<file path="src/rtl/zx_vram_pkg.sv">
// ---------------------------------------------------------------------------
// zx_vram_pkg
//
// Shared definitions for the ZX display VRAM arbiter:
//   - the default CPU address window that maps onto video RAM
//   - video RAM geometry (bitmap size, attribute area base offset)
//   - the arbiter FSM state type
//   - the CPU write-buffer entry layout
//   - a small helper that tests a CPU address against an inclusive window
// ---------------------------------------------------------------------------
package zx_vram_pkg;

    // Default CPU window onto VRAM (inclusive on both ends).
    localparam logic [15:0] VRAM_BASE = 16'h4000;
    localparam logic [15:0] VRAM_TOP  = 16'h5AFF;

    // 6144 bitmap bytes followed by 768 attribute bytes.
    localparam int unsigned VRAM_SIZE = 6912;
    localparam logic [12:0] ATTR_BASE = 13'h1800;

    // Width of a VRAM offset as seen on the memory port.
    localparam int unsigned OFFSET_W  = 13;

    // Memory-port owner for the current cycle.
    //   ST_VPIX  : pixel byte address on the port, request acknowledged
    //   ST_VATTR : attribute byte address on the port, pixel byte returns
    //   ST_VCAP  : attribute byte returns, port idle
    //   ST_CWR   : one buffered CPU write drains to VRAM
    typedef enum logic [2:0] {
        ST_IDLE  = 3'd0,
        ST_VPIX  = 3'd1,
        ST_VATTR = 3'd2,
        ST_VCAP  = 3'd3,
        ST_CWR   = 3'd4
    } state_t;

    // One buffered CPU write: VRAM offset plus data byte.
    typedef struct packed {
        logic [OFFSET_W-1:0] offset;
        logic [7:0]          data;
    } wr_entry_t;

    // True when addr lies in base..top inclusive.
    function automatic logic in_window(input logic [15:0] addr,
                                       input logic [15:0] base,
                                       input logic [15:0] top);
        return (addr >= base) && (addr <= top);
    endfunction

endpackage : zx_vram_pkg

</file>
<file path="src/rtl/zx_wr_fifo.sv">
// ---------------------------------------------------------------------------
// zx_wr_fifo
//
// Synchronous FIFO that buffers CPU writes until the arbiter grants them a
// memory slot. Full/empty come from an occupancy counter. A push while full
// is accepted only when a pop happens in the same cycle; the head is read
// combinationally before the edge, so the slot being vacated can be reused.
//
// Parameters
//   DEPTH  number of entries (power of two, 2..16)
//   WIDTH  entry width in bits
//
// Ports
//   i_clk    system clock, rising edge
//   i_rst    synchronous active-high reset, empties the FIFO
//   i_push   write request (ignored when full unless popping)
//   i_pop    read request (ignored when empty)
//   i_wdata  entry to push
//   o_rdata  head entry (valid while !o_empty)
//   o_full   DEPTH entries held
//   o_empty  no entries held
//   o_count  current occupancy 0..DEPTH
// ---------------------------------------------------------------------------
module zx_wr_fifo #(
    parameter int unsigned DEPTH = 4,
    parameter int unsigned WIDTH = 21,
    localparam int unsigned PTR_W = $clog2(DEPTH),
    localparam int unsigned CNT_W = $clog2(DEPTH) + 1
) (
    input  logic             i_clk,
    input  logic             i_rst,
    input  logic             i_push,
    input  logic             i_pop,
    input  logic [WIDTH-1:0] i_wdata,
    output logic [WIDTH-1:0] o_rdata,
    output logic             o_full,
    output logic             o_empty,
    output logic [CNT_W-1:0] o_count
);

    logic [WIDTH-1:0] r_mem [DEPTH];
    logic [PTR_W-1:0] r_wr_ptr;
    logic [PTR_W-1:0] r_rd_ptr;
    logic [CNT_W-1:0] r_count;

    logic w_do_push;
    logic w_do_pop;

    assign o_full    = (r_count == CNT_W'(DEPTH));
    assign o_empty   = (r_count == '0);
    assign o_count   = r_count;
    assign o_rdata   = r_mem[r_rd_ptr];

    assign w_do_pop  = i_pop && !o_empty;
    assign w_do_push = i_push && (!o_full || w_do_pop);

    // NOTE: state registers use non-blocking assignment so every flop samples
    // the pre-edge values of its neighbours, independent of process order.
    always_ff @(posedge i_clk) begin
        if (i_rst) begin
            r_wr_ptr <= '0;
            r_rd_ptr <= '0;
            r_count  <= '0;
        end else begin
            // Pointers wrap naturally because DEPTH is a power of two.
            if (w_do_push) r_wr_ptr <= r_wr_ptr + PTR_W'(1);
            if (w_do_pop)  r_rd_ptr <= r_rd_ptr + PTR_W'(1);
            r_count <= r_count + CNT_W'(w_do_push) - CNT_W'(w_do_pop);
        end
    end

    // NOTE: the storage array has no reset; an entry is only ever read once
    // r_count says it was written, so clearing it would just cost flops.
    always_ff @(posedge i_clk) begin
        if (w_do_push) r_mem[r_wr_ptr] <= i_wdata;
    end

endmodule : zx_wr_fifo

</file>
<file path="src/rtl/zx_vram_arbiter.sv">
// ---------------------------------------------------------------------------
// zx_vram_arbiter
//
// Shares one single-port VRAM between the video scanner and buffered Z80
// writes. A video cell fetch takes three cycles (pixel read, attribute read,
// attribute capture) and its bytes are presented one cycle later. CPU writes
// that fall inside the VRAM window are queued and drained one per CWR slot;
// after a fetch finds writes pending, exactly one write runs before the next
// fetch, so the CPU is never starved by a continuously requesting scanner.
//
// Parameters
//   FIFO_DEPTH  CPU write entries buffered (power of two, 2..16)
//   VRAM_BASE   first CPU address mapped to VRAM
//   VRAM_TOP    last CPU address mapped to VRAM
//
// Ports
//   i_clk            system clock, rising edge
//   i_rst            synchronous active-high reset
//   i_vid_req        scanner requests one cell fetch; held until o_vid_ack
//   i_vid_pix_addr   VRAM offset of the pixel byte
//   i_vid_attr_addr  VRAM offset of the attribute byte
//   o_vid_ack        one-cycle pulse, request accepted, addresses sampled
//   o_vid_pix        fetched pixel byte, valid with o_vid_valid
//   o_vid_attr       fetched attribute byte, valid with o_vid_valid
//   o_vid_valid      one-cycle pulse, fetched bytes valid
//   i_cpu_wr_stb     one-cycle pulse, synchronized Z80 write detected
//   i_cpu_addr       Z80 write address
//   i_cpu_data       Z80 write data
//   o_cpu_overflow   sticky, an in-window write was dropped
//   o_wr_toggle      inverts on every VRAM write performed
//   o_mem_addr       VRAM address
//   o_mem_we         VRAM write enable
//   o_mem_wdata      VRAM write data
//   i_mem_rdata      VRAM read data, one cycle after the address
// ---------------------------------------------------------------------------
module zx_vram_arbiter #(
    parameter int unsigned FIFO_DEPTH = 4,
    parameter logic [15:0] VRAM_BASE  = zx_vram_pkg::VRAM_BASE,
    parameter logic [15:0] VRAM_TOP   = zx_vram_pkg::VRAM_TOP
) (
    input  logic        i_clk,
    input  logic        i_rst,

    input  logic        i_vid_req,
    input  logic [12:0] i_vid_pix_addr,
    input  logic [12:0] i_vid_attr_addr,
    output logic        o_vid_ack,
    output logic [7:0]  o_vid_pix,
    output logic [7:0]  o_vid_attr,
    output logic        o_vid_valid,

    input  logic        i_cpu_wr_stb,
    input  logic [15:0] i_cpu_addr,
    input  logic [7:0]  i_cpu_data,
    output logic        o_cpu_overflow,
    output logic        o_wr_toggle,

    output logic [12:0] o_mem_addr,
    output logic        o_mem_we,
    output logic [7:0]  o_mem_wdata,
    input  logic [7:0]  i_mem_rdata
);

    import zx_vram_pkg::*;

    localparam int unsigned CNT_W   = $clog2(FIFO_DEPTH) + 1;
    localparam int unsigned ENTRY_W = $bits(wr_entry_t);

    // ---------------------------------------------------------------------
    // Registers
    // ---------------------------------------------------------------------
    state_t      r_state;
    logic [12:0] r_attr_addr;
    logic [7:0]  r_vid_pix;
    logic [7:0]  r_vid_attr;
    logic        r_vid_valid;
    logic        r_overflow;
    logic        r_wr_toggle;

    // ---------------------------------------------------------------------
    // Combinational nets
    // ---------------------------------------------------------------------
    state_t               w_next_state;
    logic                 w_in_range;
    logic                 w_push_req;
    logic                 w_pop;
    logic                 w_drop;
    wr_entry_t            w_push_entry;
    wr_entry_t            w_head;
    logic [ENTRY_W-1:0]   w_fifo_rdata;
    logic                 w_fifo_full;
    logic                 w_fifo_empty;
    logic [CNT_W-1:0]     w_fifo_count;

    // ---------------------------------------------------------------------
    // CPU write capture
    // ---------------------------------------------------------------------
    assign w_in_range          = in_window(i_cpu_addr, VRAM_BASE, VRAM_TOP);
    assign w_push_req          = i_cpu_wr_stb && w_in_range;
    assign w_push_entry.offset = OFFSET_W'(i_cpu_addr - VRAM_BASE);
    assign w_push_entry.data   = i_cpu_data;

    // A pop only ever happens in CWR, which is entered with the FIFO
    // non-empty, so w_pop is the real pop that frees a slot this cycle.
    assign w_drop = w_push_req && w_fifo_full && !w_pop;

    zx_wr_fifo #(
        .DEPTH (FIFO_DEPTH),
        .WIDTH (ENTRY_W)
    ) u_wr_fifo (
        .i_clk   (i_clk),
        .i_rst   (i_rst),
        .i_push  (w_push_req),
        .i_pop   (w_pop),
        .i_wdata (w_push_entry),
        .o_rdata (w_fifo_rdata),
        .o_full  (w_fifo_full),
        .o_empty (w_fifo_empty),
        .o_count (w_fifo_count)
    );

    assign w_head = wr_entry_t'(w_fifo_rdata);

    // ---------------------------------------------------------------------
    // Arbiter FSM: next state and memory-port drive
    // ---------------------------------------------------------------------
    // NOTE: every signal written here gets a default before the case, so no
    // path can leave it unassigned and infer a latch.
    always_comb begin
        w_next_state = r_state;
        o_vid_ack    = 1'b0;
        o_mem_addr   = '0;
        o_mem_we     = 1'b0;
        o_mem_wdata  = '0;
        w_pop        = 1'b0;

        case (r_state)
            ST_IDLE: begin
                if (i_vid_req)          w_next_state = ST_VPIX;
                else if (!w_fifo_empty) w_next_state = ST_CWR;
            end

            ST_VPIX: begin
                o_vid_ack    = 1'b1;
                o_mem_addr   = i_vid_pix_addr;
                w_next_state = ST_VATTR;
            end

            ST_VATTR: begin
                o_mem_addr   = r_attr_addr;
                w_next_state = ST_VCAP;
            end

            ST_VCAP: begin
                // Pending writes get the slot before the scanner's next fetch.
                if (!w_fifo_empty)  w_next_state = ST_CWR;
                else if (i_vid_req) w_next_state = ST_VPIX;
                else                w_next_state = ST_IDLE;
            end

            ST_CWR: begin
                o_mem_addr  = w_head.offset;
                o_mem_wdata = w_head.data;
                o_mem_we    = 1'b1;
                w_pop       = 1'b1;
                // Occupancy is the pre-pop count; more than one entry means
                // something is still queued after this write.
                if (i_vid_req)                      w_next_state = ST_VPIX;
                else if (w_fifo_count > CNT_W'(1))  w_next_state = ST_CWR;
                else                                w_next_state = ST_IDLE;
            end

            default: w_next_state = ST_IDLE;
        endcase
    end

    // ---------------------------------------------------------------------
    // State, fetch data path and status flags
    // ---------------------------------------------------------------------
    always_ff @(posedge i_clk) begin
        if (i_rst) begin
            r_state     <= ST_IDLE;
            r_attr_addr <= '0;
            r_vid_pix   <= '0;
            r_vid_attr  <= '0;
            r_vid_valid <= 1'b0;
            r_overflow  <= 1'b0;
            r_wr_toggle <= 1'b0;
        end else begin
            r_state <= w_next_state;

            // The scanner may move its addresses once acked, so the
            // attribute address is held for the following cycle.
            if (r_state == ST_VPIX) r_attr_addr <= i_vid_attr_addr;

            // Read data trails the address by one cycle.
            if (r_state == ST_VATTR) r_vid_pix  <= i_mem_rdata;
            if (r_state == ST_VCAP)  r_vid_attr <= i_mem_rdata;

            r_vid_valid <= (r_state == ST_VCAP);

            if (w_drop) r_overflow  <= 1'b1;
            if (w_pop)  r_wr_toggle <= ~r_wr_toggle;
        end
    end

    assign o_vid_pix      = r_vid_pix;
    assign o_vid_attr     = r_vid_attr;
    assign o_vid_valid    = r_vid_valid;
    assign o_cpu_overflow = r_overflow;
    assign o_wr_toggle    = r_wr_toggle;

endmodule : zx_vram_arbiter

</file>
<file path="config.mk">
export PLATFORM = sky130hd
export DESIGN_NAME = zx_vram_arbiter
export DESIGN_NICKNAME = d
export VERILOG_FILES = /design/src/rtl/zx_vram_pkg.sv /design/src/rtl/zx_wr_fifo.sv /design/src/rtl/zx_vram_arbiter.sv
export SDC_FILE = /design/constraint.sdc
export NUM_CORES = 1
export LEC_CHECK = 0
export BUFFER_PORTS_ARGS = -buffer_cell sky130_fd_sc_hd__buf_4
export CAP_MARGIN = 20
export CELL_PAD_IN_SITES_DETAIL_PLACEMENT = 0
export CELL_PAD_IN_SITES_GLOBAL_PLACEMENT = 1
export CORE_MARGIN = 10
export CORE_UTILIZATION = 38
export CTS_CLUSTER_DIAMETER = 30
export DETAILED_ROUTE_END_ITERATION = 6
export HOLD_SLACK_MARGIN = 0.05
export PLACE_DENSITY = 0.7
export SLEW_MARGIN = 15
export SYNTH_ARGS = -nofsm -noshare
export SYNTH_HDL_FRONTEND = slang
export SYNTH_SLANG_ARGS = --single-unit
</file>
<file path="constraint.sdc">
create_clock -name i_clk -period 4.05 [get_ports i_clk]
set_input_delay 1.0125 -clock i_clk [delete_from_list [all_inputs] [get_ports i_clk]]
set_output_delay 1.0125 -clock i_clk [all_outputs]
set_load 0.02 [all_outputs]
</file>
Yosys cells after proc, flatten, opt, wreduce, memory -nomap -nowiden

Memories as Yosys holds them, arrays and structs flattened. A register that Yosys moved wholly into a read port is not among the register bits.
Cells that the tools add are included.

Register bits: 42
Latch bits: 0
RAM bits: 84
Memory bits (read-only): 0
Input bits: 62
Output and inout bits: 42
Word-level logic and storage cells: 53
Memories kept: 1

Memories:

| memory          | depth | bits a word | read ports | clocked after memory_dff | write ports | line             | text |
|---|---|---|---|---|---|---|---|
| u_wr_fifo.r_mem | 4     | 21          | 1          | 1                        | 1           | zx_wr_fifo.sv:41 | `logic [WIDTH-1:0] r_mem [DEPTH];` |

$add $sub $neg: 5
Multiply operators: 0
Divide/modulo/power cells: 0
Magnitude comparators: 3
Equal/unequal tests: 6
Shifts and indexed selects: 0
Multiplexer cells: 15
Bitwise gates (word level): 1
Reduce and logical (&&, ||, !) cells: 12

Operators with widths:

| kind                                                                 | number |
|---|---|
| one-hot mux 13 bit (3 select lines)                                  | 1 |
| greater-or-equal comparator 16 x 15 -> 1 bit (second input constant) | 1 |
| <= comparator 16 x 15 -> 1 bit (second input constant)               | 1 |
| two-way mux 3 bit                                                    | 5 |
| one-hot mux 3 bit (5 select lines)                                   | 1 |
| subtractor 13 x 1 -> 13 bit (second input constant)                  | 1 |
| two-way mux 8 bit                                                    | 1 |
| equality test 3 x 2 -> 1 bit (second input constant)                 | 2 |
| equality test 3 bit (second input constant)                          | 2 |
| logical AND 1 bit                                                    | 6 |
| logical NOT 3 bit                                                    | 2 |
| two-way mux 1 bit                                                    | 5 |
| adder 2 x 1 -> 2 bit (second input constant)                         | 2 |
| two-way mux 2 bit                                                    | 2 |
| adder 3 x 1 -> 3 bit                                                 | 1 |
| equality test 3 x 1 -> 1 bit (second input constant)                 | 1 |
| greater-than comparator 3 x 1 -> 1 bit (second input constant)       | 1 |
| logical NOT 1 bit                                                    | 3 |
| inequality test 3 bit (second input constant)                        | 1 |
| subtractor 3 x 1 -> 3 bit                                            | 1 |
| logical OR 1 bit                                                     | 1 |
| inverter 1 bit                                                       | 1 |

Logic depth before layout (Yosys ltp)

Word-level depth: 7
Depth in mapped cells: 9
Mapped depth without buffers: 8

Cells and area by module

From an unflattened synthesis, not the netlist that was laid out.

Cells, all modules: 366
Area total of the unflattened synthesis: 5182.5 µm²

By module, submodules not included:

| module          | times used | cells an instance | area an instance (µm²) | seq. area each (µm²) |
|---|---|---|---|---|
| zx_wr_fifo      | 1          | 156               | 3513.4                 | 2702.6 |
| zx_vram_arbiter | 1          | 210               | 1669.1                 | 700.7 |

Worst setup path after synthesis

No wires, ideal clock.

Path kind: input port to flip-flop
From: input i_cpu_addr[15]
To: memory u_wr_fifo.r_mem[0][0] (enable)
Library setup time: 0.379 ns
Arrival time: 2.249 ns
Required time: 3.671 ns
Path slack: 1.421 ns
Stages: 5
Buffers on the path: 1
Cell sequence: nor4bb_1 -> o21ai_0 -> and2b_1 -> buf_4 -> and2_1

Cells in the longest elaborated chain, start to end: 6
Elaborated cells on any way between the ends: 7
Those cells by class: 2 x order compare; 2 x mux; 3 x reduce/logical

RTL lines:

| what                                                                                                  | line                  | text |
|---|---|---|
| start, declared                                                                                       | zx_vram_arbiter.sv:53 | `input logic [15:0] i_cpu_addr,` |
| greater-or-equal comparator 16 x 15 -> 1 bit / <= comparator 16 x 15 -> 1 bit (equally long branches) | zx_vram_pkg.sv:47     | `return (addr >= base) && (addr <= top);` |
| logical AND 1 bit *                                                                                   | zx_vram_pkg.sv:47     |  |
| logical AND 1 bit *                                                                                   | zx_vram_arbiter.sv:99 | `assign w_push_req = i_cpu_wr_stb && w_in_range;` |
| logical AND 1 bit *                                                                                   | zx_wr_fifo.sv:55      | `assign w_do_push = i_push && (!o_full \|\| w_do_pop);` |
| two-way mux 1 bit *                                                                                   | zx_wr_fifo.sv:75      | `if (w_do_push) r_mem[r_wr_ptr] <= i_wdata;` |
| two-way mux 1 bit (implied by the code) *                                                             | zx_wr_fifo.sv:75      |  |
| end, declared                                                                                         | zx_wr_fifo.sv:41      |  |

Mark *: on every way between the ends. The rest lies on a longest branch, timed or not.

Worst setup path after layout

From: register r_state[1]
To: output o_mem_addr[10]

Cells in the longest elaborated chain, start to end: 2
Elaborated cells on any way between the ends: 4
Those cells by class: 3 x eq/ne; 1 x mux

RTL lines:

| what                                        | line                   | text |
|---|---|---|
| start, declared                             | zx_vram_arbiter.sv:72  | `state_t r_state;` |
| start signal, assigned                      | zx_vram_arbiter.sv:190 | `r_state <= w_next_state;` |
| equality test 3 bit (tied with other cells) | zx_vram_arbiter.sv:137 | `case (r_state)` |
| one-hot mux 13 bit (3 select lines) *       | zx_vram_arbiter.sv:137 |  |
| end, declared                               | zx_vram_arbiter.sv:58  | `output logic [12:0] o_mem_addr,` |

Marked as above.

==> metrics.md <==
| Metric | Value |
|---|---|
| Fill cell instance count of the final layout | 1172 |
| Avg Cell Area, Syn | 14.2 um2 |
| Slew @ Worst Pin | 983 ps |
| # setup viols final | 0 |
| Crit path kind | flip-flop to output port |
| Worst Setup Start Kind | flip-flop |
| Port Buffers | 103 |
| YS warnings | 0 |
| Worst Path Required | 3040 ps |
| Synth top area share | 49.2% |
| Status | finished clean |
| Die height | 136 um |
| RSZ-0062 raised after global routing | false |
| R2R Path Start | r_state[2] |
| Placement Cell Area | 6080 um2 |
| Layout Nets | 541 |
| Vias in the first global route | 3391 |
| Synth unique cells | 37 |
| Core area | 13200 um2 |
| Vias | 3163 |
| Synth Register Bits | 128 |
| Most frequent cells in the layout | buf_4, edfxtp_1, dfxtp_1 |
| # IOs | 104 |
| Sequential share of power | 46.0% |
| Post-CTS setup buffer count | 0 |
| Pwr Total | 3.11 mW |
| DRC | 0 |
| Area leader, netlist | edfxtp_1 |
| Final Cycle Share | 80.1% |
| Ranking of synthesized cells by area | edfxtp_1, dfxtp_1, mux4_2 |
| Commonest non-fill, non-tap cell in the layout | buf_4 |
| Layout area overhead | 29.7% |
| Clk buf depth | 2 |
| Total GRT Usage | 12.6% |
| VDD IR-drop max | 0.000290 V |
| Diode count | 0 |
| Setup ws final | 804 ps |
| Worst Setup SP | r_state[1] |
| Leak | 2.48 nW |
| Syn Nets | 431 |
| Vias per inst | 4.80 |
| Post-Syn Area | 5130 um2 |
| Comb pwr share | 7.1% |
| Worst-path cell chain | nor2b_1, a22oi_1, o21ai_0, buf_4 |
| WP data arrival | 2230 ps |
| Max-cap violations | 0 |
| Clk Tree Root Cell | clkbuf_16 |
| Largest net degree at the start of global routing | 46 |
| Die width | 136 um |
| Worst-path clk slew | 50 ps |
| Global-route wire length before repair | 18100 um |
| CP peak stage delay | 820 ps |
| Final WL | 11300 um |
| Gr ovfl total | 0 |
| Hold_buf cts | 0 |
| Share of cells above drive strength 1 | 34.4% |
| Pwr/cell area | 467 nW/um2 |
| Wire per inst | 17.2 um |
| Switch Pwr | 0.681 mW |
| Setup TNS Final | 0 ps |
| Sw frac | 21.9% |
| Initial Util | 38.7% |
| Number of synthesized flops with an enable pin | 84 |
| Slew HR | 34.3% |
| Final ANT Viol Nets | 0 |
| Place WS | 1130 ps |
| Internal power | 2.43 mW |
| HPWL Detailed | 7880 um |
| Min-Delay Startpoint | r_attr_addr[3] |
| Clk_skew | 8.79 ps |
| Die area | 18500 um2 |
| H-tree depth | 4 |
| Max Slew Vio Count | 0 |
| Initial drt markers | 200 |
| Routability cong. | 0.716 |
| Finished Cell Area | 6650 um2 |
| Drt pass-1 iters | 4 |
| Seq/Total Area, Yosys | 66.4% |
| Clock buffer count from CTS | 17 |
| Setup crit end kind | output port |
| Min Tclk post-route | 3250 ps |
| # rows | 42 |
| Clk pwr share | 46.9% |
| Max Fclk | 308 MHz |
| Main synth FF type | edfxtp_1 |
| CP max FO | 14 |
| Synth async-reset ratio | 0% |
| CTS tree | built |
| Initial antenna violation count | 0 |
| Highest-delay cell along the critical path | nor2b_1 |
| Mapped Cells | 360 |
| Clock sink total | 128 |
| Post-CTS Resized | 0 |
| HP Class | flip-flop to flip-flop |
| Clock Latency Late Sink | 410 ps |
| Post-layout util | 50.2% |
| Final Hold Fails | 0 |
## worst max-delay path: cells and delay by family (launching register included)
family,cells,cell delay [ps]
simple gates,1,820
compound gates,2,400
flops,1,430
buf+inv,1,180
## power by group through the flow
| stage | sequential (mW) | clock [mW] | combinational, mW |
|---|---|---|---|
| final | 1.43 | 1.46 | 0.220 |
| after global routing | 1.43 | 1.55 | 0.243 |
| after CTS | 1.43 | 1.49 | 0.225 |
| after detailed placement | 1.46 | 0 | 0.225 |
| after global placement | 1.46 | 0 | 0.221 |
| after floorplan | 1.46 | 0 | 0.110 |
## registers in the layout, indices dropped and copies added, names as in the netlist, named ones only
signal and count:
u_wr_fifo.r_wr_ptr 2, o_vid_attr 8, o_cpu_overflow 1, u_wr_fifo.r_mem 84
u_wr_fifo.o_count 3, o_vid_pix 8, r_attr_addr 13, r_state 3
o_vid_valid 1, u_wr_fifo.r_rd_ptr 2, o_wr_toggle 1
## metrics by stage
| step | hold WS [ps] | std cells |
|---|---|---|
| CTS | 456 | 659 |
| global placement | 443 | 627 |
| global route | 481 | 659 |
| detailed placement | 448 | 627 |
| floorplan | 436 | 360 |
| finish | 452 | 659 |
## final timing paths
kind | endpoint | slack (ps) | cells past startpoint
hold / removal | r_attr_addr[3] | 450 | 2
setup reg to reg | u_wr_fifo.o_count[1] | 1650 | 8
hold reg to reg | r_attr_addr[3] | 450 | 2
setup / recovery | o_mem_addr[10] | 800 | 4
## routing by layer
layer / vias up / GRT usage (%) / share of wire, % / routed length (um)
met5: - / 0 / 0 / 0
met4: 0 / 4.97 / 1.5 / 174
met3: 14 / 4.28 / 5.1 / 572
met2: 70 / 20.5 / 49 / 5580
met1: 1542 / 15.1 / 44 / 4980
li1: 1537 / - / - / -
## kinds of logic after synthesis
group | count (synthesis) | synth area share (%)
xor gates and xnor gates | 4 | 0.683
muxes | 39 | 12.8
adders and majority gates | 9 | 2.34
DFF | 128 | 66.4
and+or+nand+nor | 102 | 9.39
buffers and inverters | 29 | 2.64
AOI/OAI and AO/OA | 49 | 5.73
## layout make-up
class	count	area, um2	area share (%)
sequential	128	3400	51.2
clock buffer	20	437	6.57
clock inverter	12	135	2.03
tap	176	220	3.31
timing repair buffer	111	833	12.5
multi-input combinational	203	1590	23.9
inverter	9	33.8	0.508
## synthesized netlist by cell type, drive strengths merged, types with 2 or more instances
cell type  count
a21oi         17
nor3           2
nor2          29
dfxtp         44
clkbuf        11
mux4          21
nand2b         4
o21ai         14
edfxtp        84
and2b          2
buf            9
inv            9
nand2         43
xor2           2
and2           4
a22oi         13
ha             8
nor2b         12
xnor2          2
mux2i         17
Power figures use the tool's default switching activity.
